===== config.mk =====
export PLATFORM = sky130hd
export DESIGN_NAME = dn_iter_refresh_ctrl_flat
export DESIGN_NICKNAME = d
export VERILOG_FILES = /design/src/rtl/dn_iter_refresh_ctrl_pkg.sv /design/src/rtl/dn_iter_refresh_ctrl_if.sv /design/src/rtl/dn_iter_refresh_ctrl_page_cnt.sv /design/src/rtl/dn_iter_refresh_ctrl.sv /design/src/flat_wrapper.sv
export SDC_FILE = /design/constraint.sdc
export NUM_CORES = 1
export LEC_CHECK = 0
export ABC_CLOCK_PERIOD_IN_PS = 4900
export CAP_MARGIN = 20
export CORE_MARGIN = 2
export CORE_UTILIZATION = 25
export DETAILED_ROUTE_END_ITERATION = 10
export PLACE_DENSITY = 0.44
export SKIP_LAST_GASP = 1
export SYNTH_ARGS = -nofsm -noshare
export SYNTH_HDL_FRONTEND = slang
export SYNTH_SLANG_ARGS = --single-unit

===== constraint.sdc =====
create_clock -name write_clk -period 4.9 [get_ports write_clk]
set_clock_uncertainty 0.2 [all_clocks]
set_input_delay 0.98 -clock write_clk [delete_from_list [all_inputs] [get_ports write_clk]]
set_output_delay 0.98 -clock write_clk [all_outputs]
set_load 0.005 [all_outputs]

===== src/rtl/dn_iter_refresh_ctrl_pkg.sv =====
// Shared types and defaults for the decision-node IB-RAM refresh controller.
package dn_iter_refresh_ctrl_pkg;

  typedef enum logic [2:0] {
    ST_IDLE  = 3'd0,
    ST_LOAD  = 3'd1,
    ST_PRIME = 3'd2,
    ST_WRITE = 3'd3,
    ST_DONE  = 3'd4
  } state_e;

  localparam int DEF_DN_LOAD_CYCLE  = 64;
  localparam int DEF_ITER_ROM_GROUP = 25;
  localparam int DEF_MAX_ITER       = 50;

  // Bits needed to count 0..value-1, never less than one bit.
  function automatic int clog2_fn(input int value);
    int r;
    r = 1;
    for (int i = 1; i < 31; i++) begin
      if ((32'sd1 << i) < value) begin
        r = i + 1;
      end else begin
        r = r;
      end
    end
    return r;
  endfunction

endpackage


===== src/rtl/dn_iter_refresh_ctrl_if.sv =====
// Request/status bundle between the iteration update control unit and the DN refresh controller.
interface dn_iter_refresh_ctrl_if #(
  parameter int ROM_ADDR_BW  = 11,
  parameter int PAGE_ADDR_BW = 6,
  parameter int ITER_ADDR_BW = 6
);
  logic                    refresh_req;
  logic                    abort;
  logic                    busy;
  logic                    refresh_done;
  logic                    all_done;
  logic [ITER_ADDR_BW-1:0] iter_cnt;
  logic                    iter_switch;
  logic                    latch_rstn;
  logic [ROM_ADDR_BW-1:0]  latch_iter_base;
  logic                    ram_we;
  logic [PAGE_ADDR_BW-1:0] ram_waddr;

  modport master (
    output refresh_req, abort,
    input  busy, refresh_done, all_done, iter_cnt, iter_switch,
           latch_rstn, latch_iter_base, ram_we, ram_waddr
  );

  modport slave (
    input  refresh_req, abort,
    output busy, refresh_done, all_done, iter_cnt, iter_switch,
           latch_rstn, latch_iter_base, ram_we, ram_waddr
  );
endinterface


===== src/rtl/dn_iter_refresh_ctrl_page_cnt.sv =====
// IB-RAM page-address up-counter with enable, synchronous clear and terminal-count flag.
module dn_iter_refresh_ctrl_page_cnt #(
  parameter int PAGE_ADDR_BW  = 6,
  parameter int DN_LOAD_CYCLE = 64
) (
  input  logic                    clk,
  input  logic                    rstn,
  input  logic                    en,
  input  logic                    clr,
  output logic [PAGE_ADDR_BW-1:0] cnt,
  output logic                    tc
);
  localparam logic [PAGE_ADDR_BW-1:0] TC_VAL  = PAGE_ADDR_BW'(DN_LOAD_CYCLE - 1);
  localparam logic [PAGE_ADDR_BW-1:0] CNT_ONE = PAGE_ADDR_BW'(1);

  logic [PAGE_ADDR_BW-1:0] cnt_q;
  logic [PAGE_ADDR_BW-1:0] cnt_d;

  // Next count: clear dominates enable.
  always_comb begin
    cnt_d = cnt_q;
    if (clr) begin
      cnt_d = '0;
    end else if (en) begin
      cnt_d = cnt_q + CNT_ONE;
    end else begin
      cnt_d = cnt_q;
    end
  end

  // Count register.
  always_ff @(posedge clk or negedge rstn) begin
    if (!rstn) begin
      cnt_q <= '0;
    end else begin
      cnt_q <= cnt_d;
    end
  end

  assign cnt = cnt_q;
  assign tc  = (cnt_q == TC_VAL);
endmodule


===== src/rtl/dn_iter_refresh_ctrl.sv =====
// Sequences one DN IB-RAM refresh per iteration: latch load, ROM prime, page writes, completion.
module dn_iter_refresh_ctrl
  import dn_iter_refresh_ctrl_pkg::*;
#(
  parameter int ROM_ADDR_BW    = 11,
  parameter int PAGE_ADDR_BW   = 6,
  parameter int ITER_ADDR_BW   = 6,
  parameter int DN_LOAD_CYCLE  = DEF_DN_LOAD_CYCLE,
  parameter int ITER_ROM_GROUP = DEF_ITER_ROM_GROUP,
  parameter int MAX_ITER       = DEF_MAX_ITER,
  parameter int ROM_LATENCY    = 1
) (
  input  logic                  write_clk,
  input  logic                  rstn,
  dn_iter_refresh_ctrl_if.slave bus
);
  localparam int                      PRIME_BW   = clog2_fn(ROM_LATENCY + 1);
  localparam logic [PRIME_BW-1:0]     PRIME_LAST = PRIME_BW'(ROM_LATENCY);
  localparam logic [PRIME_BW-1:0]     PRIME_ONE  = PRIME_BW'(1);
  localparam logic [ITER_ADDR_BW-1:0] ITER_ONE   = ITER_ADDR_BW'(1);
  localparam logic [ITER_ADDR_BW-1:0] GROUP_C    = ITER_ADDR_BW'(ITER_ROM_GROUP);
  localparam logic [ITER_ADDR_BW-1:0] MAX_C      = ITER_ADDR_BW'(MAX_ITER);
  localparam logic [31:0]             LOAD_U     = 32'(DN_LOAD_CYCLE);

  state_e                  state_q, state_d;
  logic [PRIME_BW-1:0]     prime_cnt_q, prime_cnt_d;
  logic [ITER_ADDR_BW-1:0] iter_cnt_q, iter_cnt_d;
  logic                    iter_switch_q, iter_switch_d;
  logic                    all_done_q, all_done_d;
  logic [ROM_ADDR_BW-1:0]  base_q, base_d;
  logic                    busy_q, busy_d;
  logic                    refresh_done_q, refresh_done_d;
  logic                    latch_rstn_q, latch_rstn_d;
  logic                    ram_we_q, ram_we_d;

  logic [ITER_ADDR_BW-1:0] grp_idx_s;
  logic [ITER_ADDR_BW-1:0] iter_inc_s;
  logic [ROM_ADDR_BW-1:0]  base_s;
  logic                    page_en_s;
  logic                    page_clr_s;
  logic                    page_tc_s;
  logic [PAGE_ADDR_BW-1:0] page_cnt_s;

  // Iteration index within its ROM group selects the base row.
  assign grp_idx_s  = (iter_cnt_q >= GROUP_C) ? (iter_cnt_q - GROUP_C) : iter_cnt_q;
  assign base_s     = ROM_ADDR_BW'(32'(grp_idx_s) * LOAD_U);
  assign iter_inc_s = iter_cnt_q + ITER_ONE;
  assign page_en_s  = (state_q == ST_WRITE);
  assign page_clr_s = bus.abort || ((state_q == ST_WRITE) && page_tc_s);

  dn_iter_refresh_ctrl_page_cnt #(
    .PAGE_ADDR_BW  (PAGE_ADDR_BW),
    .DN_LOAD_CYCLE (DN_LOAD_CYCLE)
  ) u_page_cnt (
    .clk  (write_clk),
    .rstn (rstn),
    .en   (page_en_s),
    .clr  (page_clr_s),
    .cnt  (page_cnt_s),
    .tc   (page_tc_s)
  );

  // Next state and next registered outputs; abort overrides everything.
  always_comb begin
    state_d       = state_q;
    prime_cnt_d   = prime_cnt_q;
    iter_cnt_d    = iter_cnt_q;
    iter_switch_d = iter_switch_q;
    all_done_d    = all_done_q;
    base_d        = base_q;
    if (bus.abort) begin
      state_d       = ST_IDLE;
      iter_cnt_d    = '0;
      iter_switch_d = 1'b0;
      all_done_d    = 1'b0;
    end else begin
      case (state_q)
        ST_IDLE: begin
          if (bus.refresh_req && !all_done_q) begin
            state_d = ST_LOAD;
            base_d  = base_s;
          end else begin
            state_d = ST_IDLE;
          end
        end
        ST_LOAD: begin
          state_d     = ST_PRIME;
          prime_cnt_d = '0;
        end
        ST_PRIME: begin
          if (prime_cnt_q == PRIME_LAST) begin
            state_d = ST_WRITE;
          end else begin
            prime_cnt_d = prime_cnt_q + PRIME_ONE;
          end
        end
        ST_WRITE: begin
          if (page_tc_s) begin
            state_d       = ST_DONE;
            iter_cnt_d    = iter_inc_s;
            iter_switch_d = (iter_inc_s >= GROUP_C);
            all_done_d    = (iter_inc_s == MAX_C);
          end else begin
            state_d = ST_WRITE;
          end
        end
        ST_DONE: begin
          state_d = ST_IDLE;
        end
        default: begin
          state_d = ST_IDLE;
        end
      endcase
    end
    busy_d         = (state_d != ST_IDLE);
    latch_rstn_d   = (state_d != ST_LOAD);
    ram_we_d       = (state_d == ST_WRITE);
    refresh_done_d = (state_d == ST_DONE);
  end

  // FSM state and all registered outputs.
  always_ff @(posedge write_clk or negedge rstn) begin
    if (!rstn) begin
      state_q        <= ST_IDLE;
      prime_cnt_q    <= '0;
      iter_cnt_q     <= '0;
      iter_switch_q  <= 1'b0;
      all_done_q     <= 1'b0;
      base_q         <= '0;
      busy_q         <= 1'b0;
      refresh_done_q <= 1'b0;
      latch_rstn_q   <= 1'b1;
      ram_we_q       <= 1'b0;
    end else begin
      state_q        <= state_d;
      prime_cnt_q    <= prime_cnt_d;
      iter_cnt_q     <= iter_cnt_d;
      iter_switch_q  <= iter_switch_d;
      all_done_q     <= all_done_d;
      base_q         <= base_d;
      busy_q         <= busy_d;
      refresh_done_q <= refresh_done_d;
      latch_rstn_q   <= latch_rstn_d;
      ram_we_q       <= ram_we_d;
    end
  end

  assign bus.busy            = busy_q;
  assign bus.refresh_done    = refresh_done_q;
  assign bus.all_done        = all_done_q;
  assign bus.iter_cnt        = iter_cnt_q;
  assign bus.iter_switch     = iter_switch_q;
  assign bus.latch_rstn      = latch_rstn_q;
  assign bus.latch_iter_base = base_q;
  assign bus.ram_we          = ram_we_q;
  assign bus.ram_waddr       = page_cnt_s;
endmodule


===== src/flat_wrapper.sv =====
// flat-port wrapper written by rule: the top's interface ports become plain ports
module dn_iter_refresh_ctrl_flat import dn_iter_refresh_ctrl_pkg::*;
#(
  parameter int ROM_ADDR_BW    = 11,
  parameter int PAGE_ADDR_BW   = 6,
  parameter int ITER_ADDR_BW   = 6,
  parameter int DN_LOAD_CYCLE  = DEF_DN_LOAD_CYCLE,
  parameter int ITER_ROM_GROUP = DEF_ITER_ROM_GROUP,
  parameter int MAX_ITER       = DEF_MAX_ITER,
  parameter int ROM_LATENCY    = 1
)
  (write_clk, rstn, bus_refresh_req, bus_abort, bus_busy, bus_refresh_done, bus_all_done, bus_iter_cnt, bus_iter_switch, bus_latch_rstn, bus_latch_iter_base, bus_ram_we, bus_ram_waddr);
  dn_iter_refresh_ctrl_if #(.ROM_ADDR_BW(ROM_ADDR_BW), .PAGE_ADDR_BW(PAGE_ADDR_BW), .ITER_ADDR_BW(ITER_ADDR_BW)) bus_i ();
  input  logic write_clk;
  input  logic rstn;
  input wire logic [$bits(bus_i.refresh_req)-1:0] bus_refresh_req;
  input wire logic [$bits(bus_i.abort)-1:0] bus_abort;
  output wire logic [$bits(bus_i.busy)-1:0] bus_busy;
  output wire logic [$bits(bus_i.refresh_done)-1:0] bus_refresh_done;
  output wire logic [$bits(bus_i.all_done)-1:0] bus_all_done;
  output wire logic [$bits(bus_i.iter_cnt)-1:0] bus_iter_cnt;
  output wire logic [$bits(bus_i.iter_switch)-1:0] bus_iter_switch;
  output wire logic [$bits(bus_i.latch_rstn)-1:0] bus_latch_rstn;
  output wire logic [$bits(bus_i.latch_iter_base)-1:0] bus_latch_iter_base;
  output wire logic [$bits(bus_i.ram_we)-1:0] bus_ram_we;
  output wire logic [$bits(bus_i.ram_waddr)-1:0] bus_ram_waddr;
  assign bus_i.refresh_req = bus_refresh_req;
  assign bus_i.abort = bus_abort;
  assign bus_busy = bus_i.busy;
  assign bus_refresh_done = bus_i.refresh_done;
  assign bus_all_done = bus_i.all_done;
  assign bus_iter_cnt = bus_i.iter_cnt;
  assign bus_iter_switch = bus_i.iter_switch;
  assign bus_latch_rstn = bus_i.latch_rstn;
  assign bus_latch_iter_base = bus_i.latch_iter_base;
  assign bus_ram_we = bus_i.ram_we;
  assign bus_ram_waddr = bus_i.ram_waddr;
  dn_iter_refresh_ctrl #(.ROM_ADDR_BW(ROM_ADDR_BW), .PAGE_ADDR_BW(PAGE_ADDR_BW), .ITER_ADDR_BW(ITER_ADDR_BW), .DN_LOAD_CYCLE(DN_LOAD_CYCLE), .ITER_ROM_GROUP(ITER_ROM_GROUP), .MAX_ITER(MAX_ITER), .ROM_LATENCY(ROM_LATENCY)) u_core (.write_clk(write_clk), .rstn(rstn), .bus(bus_i));
endmodule

==> metrics.csv <==
stage,metric,value,unit
logic_synthesis,main combinational cell family by area after synthesis,simple AND/OR/NAND/NOR gates,
setup_path,Setup crit end kind,output pin,
timing,Min Hold Slack,0.293,ns
setup_path,critical path cell sequence,clkdlybuf4s50_1,
clock_tree,post-CTS sizing,0,
power,"Power, Total",0.000393,W
floorplan,Die ar.,6790,um2
detailed_routing,drc violations,0,
clock_tree,"Clk pin slew, worst setup/hold paths",0.09,ns
detailed_routing,Initial DRT Pass Iterations,4,
final_layout,Final Util,31.2,%
logic_synthesis,synth top area cells,"dfrtp_1 (42%), nor2_1 (5.4%), xnor2_1 (5.1%)",
power,power density cells,213,nW/um2
timing,Slew Limit Fails,0,
clock_tree,Clock Sinks,27,
final_layout,share of post-route cells with drive strength above 1,8.74,%
grt,largest net degree at the start of global routing,28,
placed_design,placed wire-length estimate,2.32,mm
detailed_routing,ANT nets after route,0,
logic_synthesis,"Warnings, synthesis",0,
power,Int Pwr,0.000299,W
logic_synthesis,Syn Area/Cell,9.48,um2
timing,RSZ-0062 raised after global routing,no,
detailed_routing,DR WL/cell,12.3,um
grt,initial antenna violation count,0,
placed_design,DP Area,1800,um2
clock_tree,Clock Path Buffers,2,
timing,# setup viols final,0,
clock_tree,Num CTS Buffers,3,
clock_tree,post-CTS setup buffers,0,
timing,Slew HR,57.5,%
placed_design,I/O Buffers,26,
timing,Tmin final,2.72,ns
detailed_routing,Via Count,1171,
power,Clk pwr share,32.1,%
logic_synthesis,register area share after synthesis,44.1,%
logic_synthesis,adder-cell share of the synthesized area,4.07,%
clock_tree,hold_buf cts,0,
grt,first-pass GRT wire length,5.40,mm
final_layout,Diodes inserted,0,
clock_tree,H-tree levels,1,
floorplan,Core ar.,5920,um2
timing,Final Hold Fails,0,
clock_tree,CTS Root Cell,clkbuf_8,
power,Lkg Pwr,0.792,nW
timing,Fin Setup TNS,0,ns
power,VDD IR max,0.000120,V
worst_hold_path,Hold Path Sink,u_core.bus.latch_iter_base[9]$_DFFE_PN0P_,
timing,period utilization,55.5,%
setup_path,kind of critical path,reg -> out,
detailed_routing,1st-iter DRT viols,45,
clock_tree,Skew-Pair Late Insertion Delay,0.27,ns
logic_synthesis,Synth Area in Compound Gates,11.2,%
final_layout,Area Growth Syn to Fin,20.2,%
setup_path,Critical Path Fanout Max,14,
setup_path,Buf/Inv on CP,1,
logic_synthesis,Yosys reg bits,27,
setup_path,cells on worst reg2reg path,7,
final_layout,layout net count,193,
logic_synthesis,Yosys cell types,40,
setup_path,R2R Path End,u_core.bus.latch_iter_base[9]$_DFFE_PN0P_,
setup_path,Crit path largest cell delay,0.67,ns
logic_synthesis,Post-Synth Simple-Gate Area,24.4,%
logic_synthesis,Mapped Area,1540,um2
setup_path,Critical Path RT,3.72,ns
logic_synthesis,Post-synth ARST share,100,%
floorplan,die height,82.4,um
power,Reg power frac,60.2,%
final_layout,final instance area,1850,um2
logic_synthesis,Post-synth EDFFs,0,
worst_hold_path,worst hold start,u_core.bus.latch_iter_base[9]$_DFFE_PN0P_,
worst_hold_path,Hold Crit Class,reg -> reg,
setup_path,Worst R2R Setup Slack,2.60,ns
detailed_routing,drt total wl,3.18,mm
setup_path,"slowest stage cell, crit path",dfrtp_1,
setup_path,"Data arrival, critical path",1.54,ns
power,sw frac,23.9,%
setup_path,cell family with most CP delay,flip-flops,
grt,Total Routing Usage GR,10.5,%
grt,gr ovfl total,0,
placed_design,GP Congestion,0.787,
logic_synthesis,dominant cell type by area after synthesis,dfrtp_1,
outcome,status,finished clean,
flow_run,Max Cap Viol,0,
setup_path,reg-to-reg startpoint,u_core.bus.iter_cnt[1]$_DFFE_PN0P_,
floorplan,Top-Level Pins,33,
timing,fmax,0.368,GHz
setup_path,Setup crit start kind,flop,
power,Net Sw Power,0.0000939,W
worst_hold_path,worst hold path depth,2,
grt,vias in the first global route,1071,
logic_synthesis,top cell type's share of synthesized area,42.3,%
floorplan,Cell Rows,28,
clock_tree,CTS tree,done,
detailed_routing,DR vias/cell,4.54,
floorplan,Die X,82.4,um
logic_synthesis,XOR/XNOR share of the synthesized area,6.84,%
floorplan,initial cell density of the core,26.0,%
logic_synthesis,mux share of post-synthesis cell area,0.651,%
logic_synthesis,Synth Flop Type,dfrtp_1,
power,Comb pwr share,7.7,%
timing,Worst Tran Pin Value,0.635,ns
logic_synthesis,Syn Inst Count,162,
==> cell usage after synthesis (2+ instances only) <==
cell,instances
a21oi_1,10
o21ai_0,10
nand2_1,18
ha_1,5
clkbuf_1,3
dfrtp_1,26
nor3_1,4
inv_1,4
nor2_1,22
nor2b_1,2
a31oi_1,4
and4b_1,2
or2_2,2
and3_1,2
xnor2_1,9
nand3_1,5
buf_6,3
xor2_1,3
buf_4,7
==> cell usage in the layout (no fill, tap or decap), types with 5 or more instances in the layout <==
master,synthesis,final
a21oi_1,10,10
clkdlybuf4s50_1,0,26
conb_1,1,6
dfrtp_1,26,26
ha_1,5,5
nand2_1,18,18
nand3_1,5,5
nor2_1,22,22
o21ai_0,10,10
xnor2_1,9,9
==> worst max path at each step <==
| stage | startpoint | to | slack (ns) | depth (start not counted) |
|---|---|---|---|---|
| 2_1_floorplan | u_core.bus.iter_cnt[1]$_DFFE_PN0P_ | u_core.bus.latch_iter_base[9]$_DFFE_PN0P_ | 2.81 | 7 |
| 3_3_place_gp | bus_abort | u_core.bus.latch_iter_base[6]$_DFFE_PN0P_ | 2.04 | 5 |
| 3_5_place_dp | bus_abort | u_core.bus.latch_iter_base[10]$_DFFE_PN0P_ | 1.98 | 5 |
| 4_1_cts | u_core.bus.iter_cnt[3]$_DFFE_PN0P_ | bus_iter_cnt[3] | 2.17 | 1 |
| 5_1_grt | bus_abort | u_core.bus.latch_iter_base[10]$_DFFE_PN0P_ | 2.07 | 5 |
| 6_report | u_core.bus.iter_cnt[3]$_DFFE_PN0P_ | bus_iter_cnt[3] | 2.18 | 1 |
==> through the flow <==
step | cells | setup slack [ns]
after floorplan | 167 | 2.81
after global routing | 258 | 2.07
after global placement | 254 | 2.04
final | 258 | 2.18
after CTS | 258 | 2.17
after detailed placement | 254 | 1.98
==> power groups by stage <==
stage / Clock [W] / Combinational [W] / Sequential [W]
after floorplan: 0 / 0.0000277 / 0.000236
after CTS: 0.000135 / 0.0000308 / 0.000237
after global routing: 0.000148 / 0.0000346 / 0.000238
after global placement: 0 / 0.0000302 / 0.000241
final: 0.000126 / 0.0000301 / 0.000237
after detailed placement: 0 / 0.0000307 / 0.000241
==> flip-flops by register name, indices dropped and copies added (netlist names) <==
register,cells
u_core.bus.busy,1
u_core.prime_cnt_q,1
u_core.bus.ram_we,1
u_core.u_page_cnt.cnt,6
u_core.bus.latch_iter_base,5
u_core.bus.iter_cnt,6
u_core.state_q,3
u_core.bus.all_done,1
u_core.bus.iter_switch,1
u_core.bus.latch_rstn,1
u_core.bus.refresh_done,1
==> cell type report <==
class | count | area [um2]
Fill cell | 627 | 4070
Timing Repair Buffer | 27 | 268
Multi-Input combinational cell | 121 | 747
Clock buffer | 3 | 41.3
Sequential cell | 27 | 677
Clock inverter | 1 | 5.00
Inverter | 4 | 15.0
Tap cell | 75 | 93.8
==> cells by family (layout without fill, tap and decap cells) <==
logic type,after synthesis,after routing
flops,27,27
compound gates,28,28
xor+xnor,12,12
fa+ha+maj,5,5
other cells,1,6
buf+inv,19,35
simple gates,69,69
mux,1,1
==> routing by layer <==
metal,part of all wire [%],up-vias,global-route usage [%]
met4,1.5,0,4.50
met1,48,563,14.0
met3,4.8,4,2.72
li1,-,575,-
met5,0,-,0
met2,46,29,16.1
(Power assumes the default switching activity.)
